===== src/rtl/cache_pkg.sv =====
// cache_pkg: width constants, state encoding and address-field helpers shared by
// the cache controller and its bus interface.
package cache_pkg;

    localparam int unsigned ADDR_BITS        = 32;
    localparam int unsigned WORD_BITS        = 32;
    localparam int unsigned TAG_BITS         = 22;
    localparam int unsigned LINE_INDEX_WIDTH = 6;
    localparam int unsigned LINE_WORDS_WIDTH = 2;
    localparam int unsigned WORD_BYTES_WIDTH = 2;

    // Bit positions of the word offset, line index and tag within a byte address.
    localparam int unsigned WORD_LSB  = WORD_BYTES_WIDTH;
    localparam int unsigned INDEX_LSB = WORD_BYTES_WIDTH + LINE_WORDS_WIDTH;
    localparam int unsigned TAG_LSB   = INDEX_LSB + LINE_INDEX_WIDTH;

    typedef logic [ADDR_BITS-1:0]        addr_t;
    typedef logic [WORD_BITS-1:0]        data_t;
    typedef logic [TAG_BITS-1:0]         tag_t;
    typedef logic [LINE_INDEX_WIDTH-1:0] idx_t;
    typedef logic [LINE_WORDS_WIDTH-1:0] word_t;

    localparam word_t LAST_WORD = '1;

    typedef enum logic [1:0] {
        StIdle = 2'd0,
        StBack = 2'd1,
        StFill = 2'd2,
        StWait = 2'd3
    } state_e;

    // Word-aligned byte address of one word of a line.
    function automatic addr_t line_addr(input tag_t tag, input idx_t idx, input word_t word);
        return {tag, idx, word, {WORD_BYTES_WIDTH{1'b0}}};
    endfunction

endpackage


===== src/rtl/cache_ctrl_if.sv =====
// cache_ctrl_if: CPU load/store port, cache array port and memory bus seen by the
// cache controller. master = controller side, slave = CPU/array/memory side.
interface cache_ctrl_if;
    import cache_pkg::*;

    logic  cpu_en;
    logic  cpu_we;
    addr_t cpu_addr;
    data_t cpu_din;
    data_t cpu_dout;
    logic  cpu_stall;

    addr_t cache_addr;
    data_t cache_din;
    logic  cache_store;
    logic  cache_edit;
    logic  cache_invalid;
    logic  cache_hit;
    logic  cache_valid;
    logic  cache_dirty;
    tag_t  cache_tag;
    data_t cache_dout;

    logic  mem_cs;
    logic  mem_we;
    addr_t mem_addr;
    data_t mem_din;
    data_t mem_dout;
    logic  mem_ack;

    modport master (
        input  cpu_en, cpu_we, cpu_addr, cpu_din,
        output cpu_dout, cpu_stall,
        output cache_addr, cache_din, cache_store, cache_edit, cache_invalid,
        input  cache_hit, cache_valid, cache_dirty, cache_tag, cache_dout,
        output mem_cs, mem_we, mem_addr, mem_din,
        input  mem_dout, mem_ack
    );

    modport slave (
        output cpu_en, cpu_we, cpu_addr, cpu_din,
        input  cpu_dout, cpu_stall,
        input  cache_addr, cache_din, cache_store, cache_edit, cache_invalid,
        output cache_hit, cache_valid, cache_dirty, cache_tag, cache_dout,
        input  mem_cs, mem_we, mem_addr, mem_din,
        output mem_dout, mem_ack
    );

endinterface


===== src/rtl/cache_ctrl.sv =====
// cache_ctrl: direct-mapped write-back cache sequencer. Hit detection in IDLE,
// dirty-victim write-back (BACK), line refill (FILL) and a one-cycle re-lookup (WAIT).
// Optional macro CACHE_CTRL_STAT_EN adds saturating hit/miss counters.
module cache_ctrl
    import cache_pkg::*;
(
    input  logic              clk,
    input  logic              rst_n,
    cache_ctrl_if.master      bus
`ifdef CACHE_CTRL_STAT_EN
    ,
    output logic [31:0]       stat_hits,
    output logic [31:0]       stat_misses
`endif
);

    state_e state_q;
    word_t  cnt_q;
    tag_t   tag_q;
    idx_t   idx_q;
    logic   we_q;
    logic   retry_q;
    logic   mem_cs_q;
    logic   mem_we_q;
    addr_t  mem_addr_q;

    logic   busy;
    logic   miss;
    logic   eff_we;
    logic   fill_ack;
    word_t  cnt_nxt;
    tag_t   cpu_tag;
    idx_t   cpu_idx;

    assign cpu_tag = bus.cpu_addr[TAG_LSB +: TAG_BITS];
    assign cpu_idx = bus.cpu_addr[INDEX_LSB +: LINE_INDEX_WIDTH];
    assign cnt_nxt = cnt_q + 1'b1;

    assign busy     = (state_q == StBack) || (state_q == StFill);
    assign miss     = (state_q == StIdle) && bus.cpu_en && !bus.cache_hit;
    assign fill_ack = (state_q == StFill) && bus.mem_ack;
    // The re-lookup after a refill uses the write-enable captured at the miss.
    assign eff_we   = retry_q ? we_q : bus.cpu_we;

    // Array, CPU and memory-bus datapath selects.
    always_comb begin
        bus.cpu_stall     = (state_q != StIdle) || miss;
        bus.cpu_dout      = bus.cache_dout;
        bus.cache_addr    = busy ? mem_addr_q : bus.cpu_addr;
        bus.cache_din     = (state_q == StFill) ? bus.mem_dout : bus.cpu_din;
        bus.cache_store   = fill_ack;
        bus.cache_edit    = fill_ack ||
                            ((state_q == StIdle) && bus.cpu_en && bus.cache_hit && eff_we);
        bus.cache_invalid = 1'b0;
        bus.mem_cs        = mem_cs_q;
        bus.mem_we        = mem_we_q;
        bus.mem_addr      = mem_addr_q;
        bus.mem_din       = bus.cache_dout;
    end

    // Controller FSM with word counter and registered memory-bus request.
    always_ff @(posedge clk or negedge rst_n) begin
        if (!rst_n) begin
            state_q    <= StIdle;
            cnt_q      <= '0;
            tag_q      <= '0;
            idx_q      <= '0;
            we_q       <= 1'b0;
            retry_q    <= 1'b0;
            mem_cs_q   <= 1'b0;
            mem_we_q   <= 1'b0;
            mem_addr_q <= '0;
        end else begin
            case (state_q)
                StIdle: begin
                    retry_q <= 1'b0;
                    if (miss) begin
                        tag_q    <= cpu_tag;
                        idx_q    <= cpu_idx;
                        we_q     <= bus.cpu_we;
                        cnt_q    <= '0;
                        mem_cs_q <= 1'b1;
                        if (bus.cache_valid && bus.cache_dirty) begin
                            state_q    <= StBack;
                            mem_we_q   <= 1'b1;
                            mem_addr_q <= line_addr(bus.cache_tag, cpu_idx, '0);
                        end else begin
                            state_q    <= StFill;
                            mem_we_q   <= 1'b0;
                            mem_addr_q <= line_addr(cpu_tag, cpu_idx, '0);
                        end
                    end
                end
                StBack: begin
                    if (bus.mem_ack) begin
                        cnt_q <= cnt_nxt;
                        if (cnt_q == LAST_WORD) begin
                            state_q    <= StFill;
                            mem_we_q   <= 1'b0;
                            mem_addr_q <= line_addr(tag_q, idx_q, '0);
                        end else begin
                            // Victim tag lives in the address register for the whole burst.
                            mem_addr_q <= line_addr(mem_addr_q[TAG_LSB +: TAG_BITS], idx_q,
                                                    cnt_nxt);
                        end
                    end
                end
                StFill: begin
                    if (bus.mem_ack) begin
                        cnt_q <= cnt_nxt;
                        if (cnt_q == LAST_WORD) begin
                            state_q  <= StWait;
                            mem_cs_q <= 1'b0;
                        end else begin
                            mem_addr_q <= line_addr(tag_q, idx_q, cnt_nxt);
                        end
                    end
                end
                StWait: begin
                    state_q <= StIdle;
                    retry_q <= 1'b1;
                end
                default: state_q <= StIdle;
            endcase
        end
    end

`ifdef CACHE_CTRL_STAT_EN
    logic accepted;
    assign accepted = (state_q == StIdle) && bus.cpu_en && !retry_q;

    // Saturating per-access hit/miss counters; the post-refill retry is not recounted.
    always_ff @(posedge clk or negedge rst_n) begin
        if (!rst_n) begin
            stat_hits   <= '0;
            stat_misses <= '0;
        end else if (accepted) begin
            if (bus.cache_hit && (stat_hits != '1)) begin
                stat_hits <= stat_hits + 32'd1;
            end
            if (!bus.cache_hit && (stat_misses != '1)) begin
                stat_misses <= stat_misses + 32'd1;
            end
        end
    end
`endif

endmodule


===== src/flat_wrapper.sv =====
// flat-port wrapper written by rule: the top's interface ports become plain ports
module cache_ctrl_flat import cache_pkg::*;
  (clk, rst_n, bus_cpu_en, bus_cpu_we, bus_cpu_addr, bus_cpu_din, bus_cpu_dout, bus_cpu_stall, bus_cache_addr, bus_cache_din, bus_cache_store, bus_cache_edit, bus_cache_invalid, bus_cache_hit, bus_cache_valid, bus_cache_dirty, bus_cache_tag, bus_cache_dout, bus_mem_cs, bus_mem_we, bus_mem_addr, bus_mem_din, bus_mem_dout, bus_mem_ack);
  cache_ctrl_if bus_i ();
  input  logic clk;
  input  logic rst_n;
  input wire logic [$bits(bus_i.cpu_en)-1:0] bus_cpu_en;
  input wire logic [$bits(bus_i.cpu_we)-1:0] bus_cpu_we;
  input wire logic [$bits(bus_i.cpu_addr)-1:0] bus_cpu_addr;
  input wire logic [$bits(bus_i.cpu_din)-1:0] bus_cpu_din;
  output wire logic [$bits(bus_i.cpu_dout)-1:0] bus_cpu_dout;
  output wire logic [$bits(bus_i.cpu_stall)-1:0] bus_cpu_stall;
  output wire logic [$bits(bus_i.cache_addr)-1:0] bus_cache_addr;
  output wire logic [$bits(bus_i.cache_din)-1:0] bus_cache_din;
  output wire logic [$bits(bus_i.cache_store)-1:0] bus_cache_store;
  output wire logic [$bits(bus_i.cache_edit)-1:0] bus_cache_edit;
  output wire logic [$bits(bus_i.cache_invalid)-1:0] bus_cache_invalid;
  input wire logic [$bits(bus_i.cache_hit)-1:0] bus_cache_hit;
  input wire logic [$bits(bus_i.cache_valid)-1:0] bus_cache_valid;
  input wire logic [$bits(bus_i.cache_dirty)-1:0] bus_cache_dirty;
  input wire logic [$bits(bus_i.cache_tag)-1:0] bus_cache_tag;
  input wire logic [$bits(bus_i.cache_dout)-1:0] bus_cache_dout;
  output wire logic [$bits(bus_i.mem_cs)-1:0] bus_mem_cs;
  output wire logic [$bits(bus_i.mem_we)-1:0] bus_mem_we;
  output wire logic [$bits(bus_i.mem_addr)-1:0] bus_mem_addr;
  output wire logic [$bits(bus_i.mem_din)-1:0] bus_mem_din;
  input wire logic [$bits(bus_i.mem_dout)-1:0] bus_mem_dout;
  input wire logic [$bits(bus_i.mem_ack)-1:0] bus_mem_ack;
  assign bus_i.cpu_en = bus_cpu_en;
  assign bus_i.cpu_we = bus_cpu_we;
  assign bus_i.cpu_addr = bus_cpu_addr;
  assign bus_i.cpu_din = bus_cpu_din;
  assign bus_cpu_dout = bus_i.cpu_dout;
  assign bus_cpu_stall = bus_i.cpu_stall;
  assign bus_cache_addr = bus_i.cache_addr;
  assign bus_cache_din = bus_i.cache_din;
  assign bus_cache_store = bus_i.cache_store;
  assign bus_cache_edit = bus_i.cache_edit;
  assign bus_cache_invalid = bus_i.cache_invalid;
  assign bus_i.cache_hit = bus_cache_hit;
  assign bus_i.cache_valid = bus_cache_valid;
  assign bus_i.cache_dirty = bus_cache_dirty;
  assign bus_i.cache_tag = bus_cache_tag;
  assign bus_i.cache_dout = bus_cache_dout;
  assign bus_mem_cs = bus_i.mem_cs;
  assign bus_mem_we = bus_i.mem_we;
  assign bus_mem_addr = bus_i.mem_addr;
  assign bus_mem_din = bus_i.mem_din;
  assign bus_i.mem_dout = bus_mem_dout;
  assign bus_i.mem_ack = bus_mem_ack;
  cache_ctrl u_core (.clk(clk), .rst_n(rst_n), .bus(bus_i));
endmodule

===== config.mk =====
export PLATFORM = sky130hd
export DESIGN_NAME = cache_ctrl_flat
export DESIGN_NICKNAME = d
export VERILOG_FILES = /design/src/rtl/cache_pkg.sv /design/src/rtl/cache_ctrl_if.sv /design/src/rtl/cache_ctrl.sv /design/src/flat_wrapper.sv
export SDC_FILE = /design/constraint.sdc
export NUM_CORES = 1
export LEC_CHECK = 0
export BUFFER_PORTS_ARGS = -buffer_cell sky130_fd_sc_hd__buf_2
export CORE_AREA = 2 2 127 129
export DETAILED_ROUTE_END_ITERATION = 16
export DIE_AREA = 0 0 129 131
export PLACE_DENSITY = 0.67
export SLEW_MARGIN = 20
export SYNTH_ARGS = -nofsm -noshare
export SYNTH_HDL_FRONTEND = slang
export SYNTH_SLANG_ARGS = --single-unit

===== constraint.sdc =====
create_clock -name clk -period 1.8 [get_ports clk]
set_clock_uncertainty 0.1 [all_clocks]
set_input_delay 0.36 -clock clk [delete_from_list [all_inputs] [get_ports clk]]
set_output_delay 0.36 -clock clk [all_outputs]
set_load 0.01 [all_outputs]

==> metrics.cfg, run 1 <==
[worst_setup_path]
arrival_ps=1750
end_kind=primary output
required_ps=1340
crit_type=reg2out
startpoint_type=flop
cpPeakStageDelay_ps=360
critical_path.cell_chain=inv_2, ha_4, buf_8, buf_12, mux2_4, buf_6
slowest_stage=dfrtp_1
path_max_fanout=7

[drt]
vias_per_cell=4.50
first_pass_iters=4
post_drt_wl_per_cell_um=16.1
postRouteAntennaNets=0
wl_um=13200
drt-initial-drc-count=91
vias=3678
drcViolationCount=0

[power]
power_leakage_nw=3.37
pwr_density_cell_mw_per_mm2=2090
finalPower_mw=13.6
ir_drop_mv=0.906

[die]
core_mm2=0.0156
fp.dieH_um=131
initial_core_util_pct=29.5
row_count=46
dieArea_mm2=0.0169
io_pins=324
die_w_um=129

[yosys]
ys_types=37
avgSynthCellArea_um2=11.2
synth-edff-count=0
syn_area_mm2=0.00460
yosys-top-cells-area=dfrtp_1 (36%), mux2_2 (22%), buf_4 (11%)
synth-seq-cells=66
syn-instance-count=411
async_flop_share_pct=100
yosys_warnings=0
synth_area_leader_cell=dfrtp_1
yosys_most_used_dff=dfrtp_1
synth_top_area_share_pct=35.9
ys_seq_area_share_pct=35.9

[run_status]
violations=negative setup slack
run_status=finished, violations left

[global_route]
grt_pass1_vias=3583
antenna_found_initial=0
grt_usage_pct=14.9
grt_overflow_total=0
grt_max_degree=67
grt_first_pass_wirelength_um=19300

[cts]
root_buffer=clkbuf_16
cts_max_path_buffers=2
cts_htree_levels=3
cts_made_buffers=9
clock_latency_ps=330
clock_sinks=66
path_clk_slew_ps=50
cts_tree=done

[min_path]
hp-class=in2reg

[final_layout]
layout-drive-gt1-share_pct=69.4
nets=762
antenna_cells=0
fin_util_pct=41.6
instances_no_fill=818
final-seq-area_mm2=0.00165
multiInputGateArea_mm2=0.00251
nFillCells=1510
design_area_mm2=0.00648
area_growth_pct=40.9

[timing]
worstMarginPinSlew_ps=1030
whs_ps=191
rsz0062_at_grt=yes
slew_violations=0
finalSetupViolations=97
hold_viol_final=0
min_period_ps=2210
fmax_ghz=0.453
tns_ps=-32080
relSlewSlack_pct=30.8
finalCritPeriodShare_pct=123
setup_ws_ps=-409

[placed_design]
dp_cells=792
dpl_cell_area_mm2=0.00585
io_buffers=224
routabilityCongestion=0.727
place_hpwl_um=9770
place_ws_ps=-384

[flow_run]
maxCapViolations=0

[sequential cells by signal, summed over array words and instances, names as in the netlist]
name and flops:
u_core.bus.mem_addr 30, u_core.bus.mem_cs 1, u_core.bus.mem_we 1, u_core.cnt_q 2, u_core.idx_q 6, u_core.retry_q 1, u_core.state_q 2, u_core.tag_q 22
u_core.we_q 1
[critical path: cells and delay by family (launching register included)]
family                     cells  cell delay (ps)
buffers and inverters          4              440
adders and majority gates      1              290
DFF                            1              360
muxes                          1              320
[kinds of logic after synthesis]
family | count (synthesis) | synth area share (%)
AO/OA/AOI/OAI | 62 | 9.16
adder cells (fa/ha/maj) | 5 | 1.36
buffers and inverters | 101 | 14.6
flip-flops | 66 | 35.9
multiplexers | 133 | 33.5
other | 1 | 0.0815
AND/OR/NAND/NOR | 43 | 5.36
[Yosys cell counts, types with 2 or more instances]
cell and n:
buf_2 16, o22ai_1 2, dfrtp_1 66, buf_6 3
ha_1 5, o2bb2ai_1 23, mux2_4 20, a21oi_1 7
mux2_2 90, buf_4 67, nor2_1 2, clkbuf_1 3
mux2i_1 23, o21ai_0 23, nand2_1 22, a22o_1 2
nor2b_1 6, inv_1 10, nand2b_1 3
[power breakdown]
group	internal [mW]	total, mW	switching, mW
Sequential	2.20	2.66	0.458
Combinational	5.33	9.28	3.95
Clock	0.992	1.62	0.626
Total	8.52	13.6	5.03
[per-layer routing]
metal	track usage, %	wire length (µm)	up-vias	share of wire [%]
met3	4.32	899	16	6.8
met1	18.5	5550	1765	42
met4	3.96	166	0	1.3
met5	0	0	-	0
met2	25.5	6560	143	50
li1	-	-	1754	-
[final timing paths]
| path | startpoint | to | slack [ps] | cells after the start |
|---|---|---|---|---|
| worst min register to register | u_core.idx_q[0]$_DFFE_PN0P_ | u_core.idx_q[0]$_DFFE_PN0P_ | 380 | 2 |
| worst max register to register | u_core.state_q[0]$_DFFE_PN0P_ | u_core.bus.mem_addr[20]$_DFFE_PN0P_ | -310 | 6 |
| worst min-delay path | bus_cpu_we | u_core.we_q$_DFFE_PN0P_ | 190 | 2 |
| max in group asynchronous | rst_n | u_core.bus.mem_addr[9]$_DFFE_PN0P_ | 820 | 3 |
| worst max-delay path | u_core.state_q[0]$_DFFE_PN0P_ | bus_cache_addr[2] | -410 | 6 |
| min in group asynchronous | rst_n | u_core.tag_q[16]$_DFFE_PN0P_ | 490 | 3 |
[placed cells by master, fill, tap and decap left out, types with 2 or more instances in the layout]
cell type / synthesis / final
buf_2: 16 / 207
dfrtp_1: 66 / 66
mux2_2: 90 / 65
mux2_4: 20 / 45
mux2i_1: 23 / 23
o2bb2ai_1: 23 / 22
buf_4: 67 / 22
buf_6: 3 / 21
nand2_1: 22 / 14
o21ai_0: 23 / 12
clkbuf_16: 0 / 9
buf_12: 0 / 9
inv_1: 10 / 8
a21oi_1: 7 / 7
nand2_2: 1 / 6
o21ai_1: 0 / 5
o21ai_4: 0 / 4
nor2b_1: 6 / 4
nand2_4: 0 / 3
nand2b_1: 3 / 3
ha_1: 5 / 3
conb_1: 1 / 3
buf_8: 0 / 3
inv_2: 1 / 2
o21ai_2: 0 / 2
nor2_1: 2 / 2
o22ai_1: 2 / 2
a22o_1: 2 / 2
clkbuf_8: 0 / 2
[repair_timing]
action / in CTS / in global routing
pin swaps: 2 / 0
hold buffers: 1 / 0
setup buffers: 9 / 1
endpoints found under the hold margin: 66 / 0
endpoints found under the setup margin: 98 / 100
gates resized for setup: 42 / 16
gates cloned: 2 / 0
[final cells by class]
type                    count  area share (%)
clock inverters             2           0.212
clock buffers              12            3.96
well taps                 216            4.17
multi-input cells         246            38.8
inverters                  11           0.675
repair buffers            265            26.7
flip-flops and latches     66            25.5
Power figures use the tool's default switching activity.
==> run 2: changes to the inputs <==
- RECOVER_POWER: unset -> 50
==> metrics.cfg, run 2 (synthesis results as in run 1) <==
[die]
core_mm2=0.0156
die_w_um=129
dieArea_mm2=0.0169
row_count=46
io_pins=324
initial_core_util_pct=29.5
fp.dieH_um=131

[min_path]
hold_end=u_core.we_q$_DFFE_PN0P_
hp-start=bus_cpu_we
whs_path_depth=2
hp-class=in2reg

[final_layout]
fin_util_pct=41.5
instances_no_fill=818
final_cell_mix=buf_2 (207), dfrtp_1 (66), mux2_2 (65)
nets=762
largest_reg_flops=30
antenna_cells=0
layout-drive-gt1-share_pct=69.4
area_growth_pct=40.6
layout_commonest_cell=buf_2

[drt]
drcViolationCount=0
postRouteAntennaNets=0
drt-initial-drc-count=89
vias_per_cell=4.51
first_pass_iters=4
vias=3687
post_drt_wl_per_cell_um=16.1
wl_um=13100

[timing]
relSlewSlack_pct=31.4
setup_ws_ps=-411
finalSetupViolations=97
hold_viol_final=0
worstMarginPinSlew_ps=1030
tns_ps=-31950
finalCritPeriodShare_pct=123
rsz0062_at_grt=yes
fmax_ghz=0.452
min_period_ps=2210
slew_violations=0

[cts]
clock_sinks=66
cts_htree_levels=3
cts_made_buffers=9
cts_tree=done
clock_latency_ps=330
cts_max_path_buffers=2
path_clk_slew_ps=50
root_buffer=clkbuf_16

[placed_design]
place_hpwl_um=9770
io_buffers=224
routabilityCongestion=0.727
dp_cells=792

[power]
power_leakage_nw=3.37
pwr_density_cell_mw_per_mm2=2090
ir_drop_mv=0.906

[worst_setup_path]
path_max_fanout=15
required_ps=1340
r2r_cells=6
startpoint=u_core.state_q[0]$_DFFE_PN0P_
arrival_ps=1750
startpoint_type=flop
end_kind=primary output
r2r_end=u_core.bus.mem_addr[20]$_DFFE_PN0P_
crit_type=reg2out
worst-r2r-setup-slack_ps=-310
r2r_start=u_core.state_q[0]$_DFFE_PN0P_

[global_route]
grt_pass1_vias=3583
grt_overflow_total=0
grt_usage_pct=14.9
antenna_found_initial=0
grt_first_pass_wirelength_um=19300
grt_max_degree=67

[run_status]
run_status=finished, violations left
violations=negative setup slack

[flow_run]
maxCapViolations=0

-- run 2: metal layers --
layer	up-vias	share of wire (%)	wire length, µm	global-route usage (%)
met5	-	0	0	0
met4	0	1.3	166	3.96
met3	16	6.7	876	4.32
met2	141	50	6550	25.5
met1	1777	42	5540	18.5
li1	1753	-	-	-
-- run 2: final cells by class --
cell class | instances | area [µm²]
sequential | 66 | 1650
clock inverter | 2 | 13.8
timing repair buffer | 265 | 1720
tap | 216 | 270
clock buffer | 12 | 256
fill | 1510 | 9130
multi-input combinational | 246 | 2510
inverter | 11 | 43.8
-- run 2: worst max-delay path by stage --
stage	to	slack, ps	cells past startpoint
final	bus_cache_din[25]	-410	5
after global routing	bus_cache_addr[3]	-470	6
after CTS	bus_cache_din[25]	-420	5
after detailed placement	u_core.bus.mem_addr[20]$_DFFE_PN0P_	-380	6
after global placement	u_core.bus.mem_addr[15]$_DFFE_PN0P_	-300	6
after floorplan	bus_cache_din[10]	-20	5
-- run 2: per-stage QoR --
| step | power, mW | hold slack [ps] | setup WS, ps | instance area, µm² |
|---|---|---|---|---|
| after floorplan | 8.45 | -35.6 | -24.7 | 4840 |
| after global placement | 10.4 | 311 | -304 | 5850 |
| after detailed placement | 10.6 | 311 | -384 | 5850 |
| after CTS | 13.5 | 180 | -424 | 6430 |
| after global routing | 14.4 | 185 | -472 | 6470 |
| final | 13.5 | 191 | -411 | 6470 |
-- run 2: timing repair --
action / 4_1_cts / 5_1_grt
setup endpoints to repair: 98 / 100
gates cloned: 2 / 0
hold buffers: 1 / 0
pin swaps: 2 / 0
buffers inserted: 9 / 1
resized for setup: 42 / 16
hold endpoints to repair: 66 / 0
-- run 2: where the power goes --
group	switching, mW	internal [mW]
Sequential	0.457	2.20
Combinational	3.94	5.32
Clock	0.625	0.992
Total	5.03	8.51
-- run 2: critical path: stages, from the launching register on --
cell and delay (ps):
dfrtp_1 390, inv_2 90, ha_2 230, buf_6 210
mux2_2 360, buf_2 150
==> run 3: changes to the inputs <==
- MAX_ROUTING_LAYER: unset -> met4
==> metrics.cfg, run 3 (synthesis results as in run 1) <==
[worst_setup_path]
end_kind=primary output
required_ps=1340
path_max_fanout=15
arrival_ps=1750
startpoint_type=flop
crit_type=reg2out

[run_status]
run_status=finished, violations left
violations=negative setup slack

[drt]
wl_um=13100
vias=3699
post_drt_wl_per_cell_um=16.1
drcViolationCount=0
first_pass_iters=4
drt-initial-drc-count=87
vias_per_cell=4.52
postRouteAntennaNets=0

[cts]
path_clk_slew_ps=50
cts_made_buffers=9
clock_latency_ps=320
cts_tree=done
cts_max_path_buffers=2
cts_htree_levels=3
clock_sinks=66
root_buffer=clkbuf_16

[die]
io_pins=324
row_count=46
die_w_um=129
fp.dieH_um=131
initial_core_util_pct=29.5
core_mm2=0.0156
dieArea_mm2=0.0169

[final_layout]
area_growth_pct=40.6
layout-drive-gt1-share_pct=69.4
fin_util_pct=41.5
design_area_mm2=0.00647
antenna_cells=0
largest_reg_flops=30
layout_commonest_cell=buf_2
nets=762
final_cell_mix=buf_2 (207), dfrtp_1 (66), mux2_2 (65)

[power]
pwr_density_cell_mw_per_mm2=2090
power_leakage_nw=3.37
ir_drop_mv=0.906

[timing]
worstMarginPinSlew_ps=1030
relSlewSlack_pct=30.8
slew_violations=0
finalCritPeriodShare_pct=123
min_period_ps=2210
whs_ps=194
fmax_ghz=0.453
setup_ws_ps=-408
hold_viol_final=0
finalSetupViolations=97
rsz0062_at_grt=yes

[global_route]
grt_first_pass_wirelength_um=19300
antenna_found_initial=0
grt_overflow_total=0
grt_usage_pct=15.3
grt_max_degree=67
grt_pass1_vias=3589

[placed_design]
dpl_cell_area_mm2=0.00585
io_buffers=224
routabilityCongestion=0.736
place_hpwl_um=9770

[flow_run]
maxCapViolations=0

[min_path]
hp-class=in2reg

run 3: worst max-delay path, cell delays in order (launching register included):
cell and delay (ps):
dfrtp_1 390, inv_2 90, ha_2 230, buf_6 210, mux2_2 360, buf_2 150
run 3: area by class of cell:
type                    instances  area, µm²
clock buffers                  12        256
clock inverters                 2       13.8
fillers                      1510       9130
inverters                      11       43.8
multi-input cells             246       2510
flip-flops and latches         66       1650
well taps                     216        270
repair buffers                265       1720
run 3: timing repair:
item / in CTS / in global routing
gates cloned: 2 / 0
setup endpoints to repair: 98 / 100
setup buffers: 9 / 1
endpoints found under the hold margin: 66 / 0
pin swaps: 2 / 0
hold buffers: 1 / 0
gates resized for setup: 42 / 16
run 3: worst paths after layout:
kind,startpoint,endpoint,slack (ps),cells after the start
worst max-delay path,u_core.state_q[0]$_DFFE_PN0P_,bus_cache_din[25],-410,5
worst min-delay path,bus_cpu_we,u_core.we_q$_DFFE_PN0P_,190,2
worst max register to register,u_core.state_q[0]$_DFFE_PN0P_,u_core.bus.mem_addr[20]$_DFFE_PN0P_,-310,6
worst min register to register,u_core.idx_q[0]$_DFFE_PN0P_,u_core.idx_q[0]$_DFFE_PN0P_,380,2
max in group asynchronous,rst_n,u_core.bus.mem_addr[9]$_DFFE_PN0P_,290,3
min in group asynchronous,rst_n,u_core.bus.mem_addr[26]$_DFFE_PN0P_,730,3
run 3: per-layer routing:
metal / vias up / GRT usage [%] / routed length, µm
li1: 1753 / - / -
met1: 1780 / 18.6 / 5610
met2: 147 / 25.4 / 6540
met3: 19 / 3.91 / 811
met4: 0 / 4.16 / 174
met5: - / - / 0
run 3: stage by stage:
stage               setup WS [ps]  setup TNS [ps]  power (mW)  instances
global placement             -304          -16420        10.4        792
CTS                          -424          -35440        13.5        818
detailed placement           -384          -19500        10.6        792
global route                 -470          -40140        14.4        818
finish                       -408          -31890        13.5        818
floorplan                   -24.7           -1130        8.45        413
run 3: power breakdown:
part / switching [mW] / internal (mW) / leakage, nW
Combinational: 3.95 / 5.33 / 2.41
Sequential: 0.460 / 2.20 / 0.825
Clock: 0.620 / 0.992 / 0.134
